$ cat src/rtl/tx_cell_queue.sv
// tx_cell_queue: Depth-slot ATM cell FIFO feeding a UTOPIA-style byte-wide PHY transmit port.
// Ports:
//   clk, rst_n      clock and asynchronous active-low reset
//   in_valid_i      forwarding stage presents a cell on in_cell_i
//   in_ready_o      queue can accept a cell this cycle (combinational from the registered count)
//   in_cell_i       53-byte cell, byte 0 in the top byte
//   tx_clav_i       PHY can take a full cell
//   tx_enb_n_o      active-low byte enable to the PHY
//   tx_soc_o        start of cell, high with byte 0 only
//   tx_data_o       cell byte
//   occupancy_o     cells stored, including the one being sent
//   cells_sent_o    completed cells, saturating
module tx_cell_queue #(
  parameter int Depth     = 4,
  parameter int CellBytes = 53
) (
  input  logic                   clk,
  input  logic                   rst_n,
  input  logic                   in_valid_i,
  output logic                   in_ready_o,
  input  logic [8*CellBytes-1:0] in_cell_i,
  input  logic                   tx_clav_i,
  output logic                   tx_enb_n_o,
  output logic                   tx_soc_o,
  output logic [7:0]             tx_data_o,
  output logic [3:0]             occupancy_o,
  output logic [15:0]            cells_sent_o
);
  localparam int CW = 8 * CellBytes;
  localparam int AW = $clog2(Depth);
  localparam logic [5:0] LAST = 6'(CellBytes - 1);
  typedef enum logic {IDLE, SEND} state_e;
  logic [CW-1:0] mem_q [Depth];
  logic [AW-1:0] wr_ptr_q, rd_ptr_q, rd_nxt;
  logic [3:0]    count_q, count_d;
  state_e        state_q, state_d;
  logic [5:0]    idx_q, idx_d;
  logic          enb_n_q, enb_n_d, soc_q, soc_d;
  logic [7:0]    data_q, data_d;
  logic [15:0]   sent_q;
  logic          push, pop, start;
  // Byte i sits at bit offset 8*(52-i): byte 0 is the first one on the wire.
  function automatic logic [7:0] cell_byte(input logic [CW-1:0] c, input logic [5:0] i);
    return c[{LAST - i, 3'b000} +: 8];
  endfunction
  assign in_ready_o = count_q != 4'(Depth);
  assign push       = in_valid_i && in_ready_o;
  assign pop        = state_q == SEND && idx_q == LAST;
  assign start      = count_q != 4'd0 && tx_clav_i;
  assign rd_nxt     = rd_ptr_q + AW'(1);
  assign count_d    = count_q + 4'(push) - 4'(pop);
  // Each branch computes the registered byte-lane values for the next cycle.
  // On the final byte, the next cell may start back-to-back from the slot after
  // the one being popped, provided it was already queued and the PHY has room.
  always_comb begin
    state_d = state_q;
    idx_d   = 6'd0;
    enb_n_d = 1'b1;
    soc_d   = 1'b0;
    data_d  = 8'h00;
    if (state_q == IDLE) begin
      if (start) begin
        state_d = SEND;
        enb_n_d = 1'b0;
        soc_d   = 1'b1;
        data_d  = cell_byte(mem_q[rd_ptr_q], 6'd0);
      end
    end else if (!pop) begin
      idx_d   = idx_q + 6'd1;
      enb_n_d = 1'b0;
      data_d  = cell_byte(mem_q[rd_ptr_q], idx_q + 6'd1);
    end else if (count_q >= 4'd2 && tx_clav_i) begin
      enb_n_d = 1'b0;
      soc_d   = 1'b1;
      data_d  = cell_byte(mem_q[rd_nxt], 6'd0);
    end else begin
      state_d = IDLE;
    end
  end
  always_ff @(posedge clk)
    if (push) mem_q[wr_ptr_q] <= in_cell_i;
  always_ff @(posedge clk or negedge rst_n) begin
    if (!rst_n) begin
      state_q  <= IDLE;
      idx_q    <= 6'd0;
      wr_ptr_q <= '0;
      rd_ptr_q <= '0;
      count_q  <= 4'd0;
      sent_q   <= 16'd0;
      enb_n_q  <= 1'b1;
      soc_q    <= 1'b0;
      data_q   <= 8'h00;
    end else begin
      state_q  <= state_d;
      idx_q    <= idx_d;
      wr_ptr_q <= push ? wr_ptr_q + AW'(1) : wr_ptr_q;
      rd_ptr_q <= pop ? rd_nxt : rd_ptr_q;
      count_q  <= count_d;
      sent_q   <= (pop && sent_q != 16'hFFFF) ? sent_q + 16'd1 : sent_q;
      enb_n_q  <= enb_n_d;
      soc_q    <= soc_d;
      data_q   <= data_d;
    end
  end
  assign tx_enb_n_o   = enb_n_q;
  assign tx_soc_o     = soc_q;
  assign tx_data_o    = data_q;
  assign occupancy_o  = count_q;
  assign cells_sent_o = sent_q;
endmodule

$ cat config.mk
export PLATFORM = sky130hd
export DESIGN_NAME = tx_cell_queue
export DESIGN_NICKNAME = d
export VERILOG_FILES = /design/src/rtl/tx_cell_queue.sv
export SDC_FILE = /design/constraint.sdc
export NUM_CORES = 1
export LEC_CHECK = 0
export BUFFER_PORTS_ARGS = -buffer_cell sky130_fd_sc_hd__buf_2
export CORE_MARGIN = 5
export CORE_UTILIZATION = 40
export CTS_CLUSTER_DIAMETER = 40
export CTS_CLUSTER_SIZE = 20
export DETAILED_ROUTE_END_ITERATION = 16
export HOLD_SLACK_MARGIN = 0.1
export PLACE_DENSITY = 0.61
export SLEW_MARGIN = 20
export SYNTH_ARGS = -nofsm -noshare
export SYNTH_HDL_FRONTEND = slang
export SYNTH_SLANG_ARGS = --single-unit
$ cat constraint.sdc
create_clock -name clk -period 30.3 [get_ports clk]
set_input_delay 3.03 -clock clk [delete_from_list [all_inputs] [get_ports clk]]
set_output_delay 3.03 -clock clk [all_outputs]
set_load 0.02 [all_outputs]
==> metrics.md <==
| Metric | Value |
|---|---|
| Status | `finished clean` |
| Number of flops mapped to enable cells by yosys | `approximately 1,700` |
| CTS tree | `done` |
| CP Class | `input port to register` |
| CP Launch Type | `input port` |
| Worst hold endpoint | `cells_sent_o[15]$_DFFE_PN0P_` |
| First-pass DRT Iterations | `8` |
| Post_cts resized | `0` |
| CP Max Fanout | `66` |
| Power per Cell Area | `around 110 nW/um^2` |
| Aggregate global-route resource usage | `about a fifth` |
| Most frequent CP cell | `buf_4` |
| Yosys warns | `0` |
| Max_slew headroom | `21.4%` |
| Grt ovf | `0` |
| Rows | `150` |
| DRC viols | `0` |
| Routability Congestion | `0.777` |
| Setup TNS | `0 ns` |
| Most common cell after layout, fill and taps aside | `edfxtp_1` |
| Worst R2R Path Depth | `10` |
| Die Span X | `420 um` |
| Worst R2R Setup Slack | `~25 ns` |
| Die area | `around 180,000 um^2` |
| Inst Count DP | `5,585` |
| Max Buffers Root-to-Sink | `3` |
| Die height | `around 420 um` |
| Post-synth net total | `~3,500` |
| CP max stage delay | `~0.95 ns` |
| Leakage | `26.0 nW` |
| Largest area contributor in the netlist | `edfxtp_1` |
| Syn Area/Cell | `22.2 um^2` |
| Max VDD drop | `between 0.07 and 0.08 mV` |
| Distinct cell type count after synthesis | `76` |
| HP Start | `cells_sent_o[15]$_DFFE_PN0P_` |
| H-tree depth | `4` |
| Worst EP required | `between 30 and 40 ns` |
| Stages on worst setup path | `5` |
| Cts bufs inserted | `approximately 230` |
| Largest net degree at the start of global routing | `around 130` |
| Initial antenna violation count | `174` |
| Final total power | `~8.4 mW` |
| Clk sinks | `around 1,700` |
| Share of cells above drive strength 1 | `a little over a third` |
| Crit Reg-Reg Startpoint | `idx_q[0]$_DFF_PN0_` |
| Top post-synthesis cells by area | `edfxtp_1 (76%), mux4_2 (14%), mux2i_1 (1.9%)` |
| Starting Density | `between 40% and 50%` |
| Async SR Flop Fraction | `under 10%` |
| Slowest library cell on the worst path | `and3_4` |
| Slew @ Worst Pin | `1.18 ns` |
| Final std cells w/o fill | `between 6,000 and 7,000` |
| Delay-heaviest family, CP | `buffers and inverters` |
| # nets final | `around 4,100` |
| Post-synth top flop | `edfxtp_1` |
| Max-Cap Viols | `0` |
| Routed wire per std cell | `roughly 29 um` |
| FF+latch count, synth | `between 1,500 and 2,000` |
| Critical path capture point type | `register` |
| Max-slew violations | `0` |
| Tightest Hold Check Type | `register to register` |
| Final Cycle Share | `between 20% and 30%` |
| Final Hold Viols | `0` |
| FF-to-FF End | `tx_data_o[4]$_DFF_PN0_` |
| Port Buffers | `around 460` |
| Vias | `between 30,000 and 40,000` |
| Number of DRC markers in iteration 0 | `about 3,000` |
| Vias in the first global route | `34,113` |
| Layout area overhead | `19.4%` |
| Fmax | `between 150 and 200 MHz` |
| Post-synth design cell area | `between 60,000 and 70,000 um^2` |
| Commonest cells after routing, fill and taps aside | `edfxtp_1 (1,696), buf_2 (458), mux4_2 (411)` |
| WP data arrival | `6.78 ns` |
| Final wirelength | `around 180 mm` |
| Detailed Place HPWL | `approximately 110 mm` |
| Post-CTS Setup Inserts | `0` |
| Dpl cell area | `71,900 um^2` |
| Clk slew on worst S/H paths | `~0.060 ns` |
| Post-route minimum period | `~6.3 ns` |
| Num ports | `around 460` |
| Finished Cell Area | `~80,000 um^2` |
| Core area | `167,000 um^2` |
| Avg Vias per Cell | `about 5.5` |
| First-pass GRT wire length | `250 mm` |
| Hold path depth | `1` |
| Root Driver | `clkbuf_16` |
| # setup viols final | `0` |
| Clock Latency Late Sink | `between 0.8 and 0.9 ns` |
| Crit path buffers/inverters | `4` |
| Sequential-to-total area share from yosys stat | `approximately 77%` |
| Hold Worst Slack | `~0.49 ns` |
| Crit-path cells | `buf_2 -> and3_4 -> buf_4 -> buf_4 -> buf_4` |
| Top cell type's share of synthesized area | `75.9%` |
| Post-CTS Hold Fix Bufs | `0` |
| Cells after synthesis | `~3,000` |
| Post-route ant nets | `0` |
| Clk_skew | `0.0711 ns` |
| RSZ-0062 raised after global routing | `false` |
[how the worst max path moves through the flow]
stage	slack, ns	endpoint	from
6_report	23.96	mem_q[0][127]$_DFFE_PP_	in_valid_i
5_1_grt	23.81	mem_q[0][127]$_DFFE_PP_	in_valid_i
4_1_cts	23.94	mem_q[0][127]$_DFFE_PP_	in_valid_i
3_5_place_dp	23.03	mem_q[0][325]$_DFFE_PP_	in_valid_i
3_3_place_gp	23.00	mem_q[0][191]$_DFFE_PP_	in_valid_i
2_1_floorplan	16.80	mem_q[0][0]$_DFFE_PP_	in_valid_i
[worst reg2reg max path: stages, from the launching register on]
cell      delay, ns
dfrtp_4        0.68
inv_6          0.26
ha_4           0.60
buf_4          0.87
or2b_4         0.38
a21oi_1        0.18
or4_1          0.66
nand2_2        0.72
mux4_2         0.74
nor2_1         0.16
o311ai_0       0.14
[sequential cells by signal (all words and copies together), names as in the netlist]
signal / count
mem_q: 1696
occupancy_o: 4
tx_enb_n_o: 1
tx_soc_o: 1
cells_sent_o: 16
tx_data_o: 8
wr_ptr_q: 2
idx_q: 6
rd_ptr_q: 2
state_q: 1
[through the flow]
step | worst slack, ns | utilization (%)
after floorplan | 16.80 | -
after global placement | 23.00 | 43.0
after detailed placement | 23.03 | 43.0
after CTS | 23.94 | 47.9
after global routing | 23.81 | 47.9
final | 23.96 | 48.0
[routing by layer]
| layer | vias to the layer above | share of wire [%] | global-route usage, % |
|---|---|---|---|
| li1 | 14191 | - | - |
| met1 | 17650 | 39 | 25.0 |
| met2 | 1224 | 51 | 33.8 |
| met3 | 427 | 6.8 | 5.26 |
| met4 | 50 | 2.7 | 5.83 |
| met5 | - | 0.17 | 0 |
[kinds of logic after synthesis]
family	after synthesis	synth area share, %
flip-flops	1737	77.4
adder cells (fa/ha/maj)	14	0.272
multiplexers	559	16.0
buffers and inverters	180	1.47
AO/OA/AOI/OAI	267	2.76
AND/OR/NAND/NOR	242	1.72
XOR/XNOR	26	0.339
[cells in the mapped netlist (all sizes together), types with 3 or more instances]
master	count
a22o	5
xor2	7
and2	6
and3	8
a211oi	10
and4	4
o22ai	34
xnor2	19
nor4	8
a2111oi	6
o311ai	4
clkbuf	44
nand2	90
inv	16
nor3	15
o221ai	23
dfrtp	40
buf	118
ha	13
a21oi	63
a221oi	15
nor2b	4
mux4	411
a21o	4
nand3	13
mux2	23
a221o	4
nand2b	4
mux2i	125
nand3b	3
edfxtp	1696
o22a	4
nor2	59
o211ai	9
o32ai	3
nand4	15
a211o	5
o21ai	26
a41oi	3
or3b	3
or3	5
a22oi	22
a31oi	6
[power breakdown]
group	total, mW	internal [mW]	leakage [nW]	switching [mW]
logic	2.35	0.848	6.02	1.50
clock network	2.77	1.64	3.92	1.13
registers	3.31	3.17	16.1	0.144
total	8.43	5.66	26.0	2.77
[area by class of cell]
| class | count | area (um^2) |
|---|---|---|
| inverter | 18 | 72.6 |
| clock buffer | 248 | 5800 |
| sequential | 1737 | 52000 |
| timing repair buffer | 518 | 2810 |
| antenna | 53 | 133 |
| tap | 2204 | 2760 |
| multi-input combinational | 1108 | 14300 |
| clock inverter | 188 | 2350 |
| fill | 13696 | 86900 |
Power figures use the tool's default switching activity.
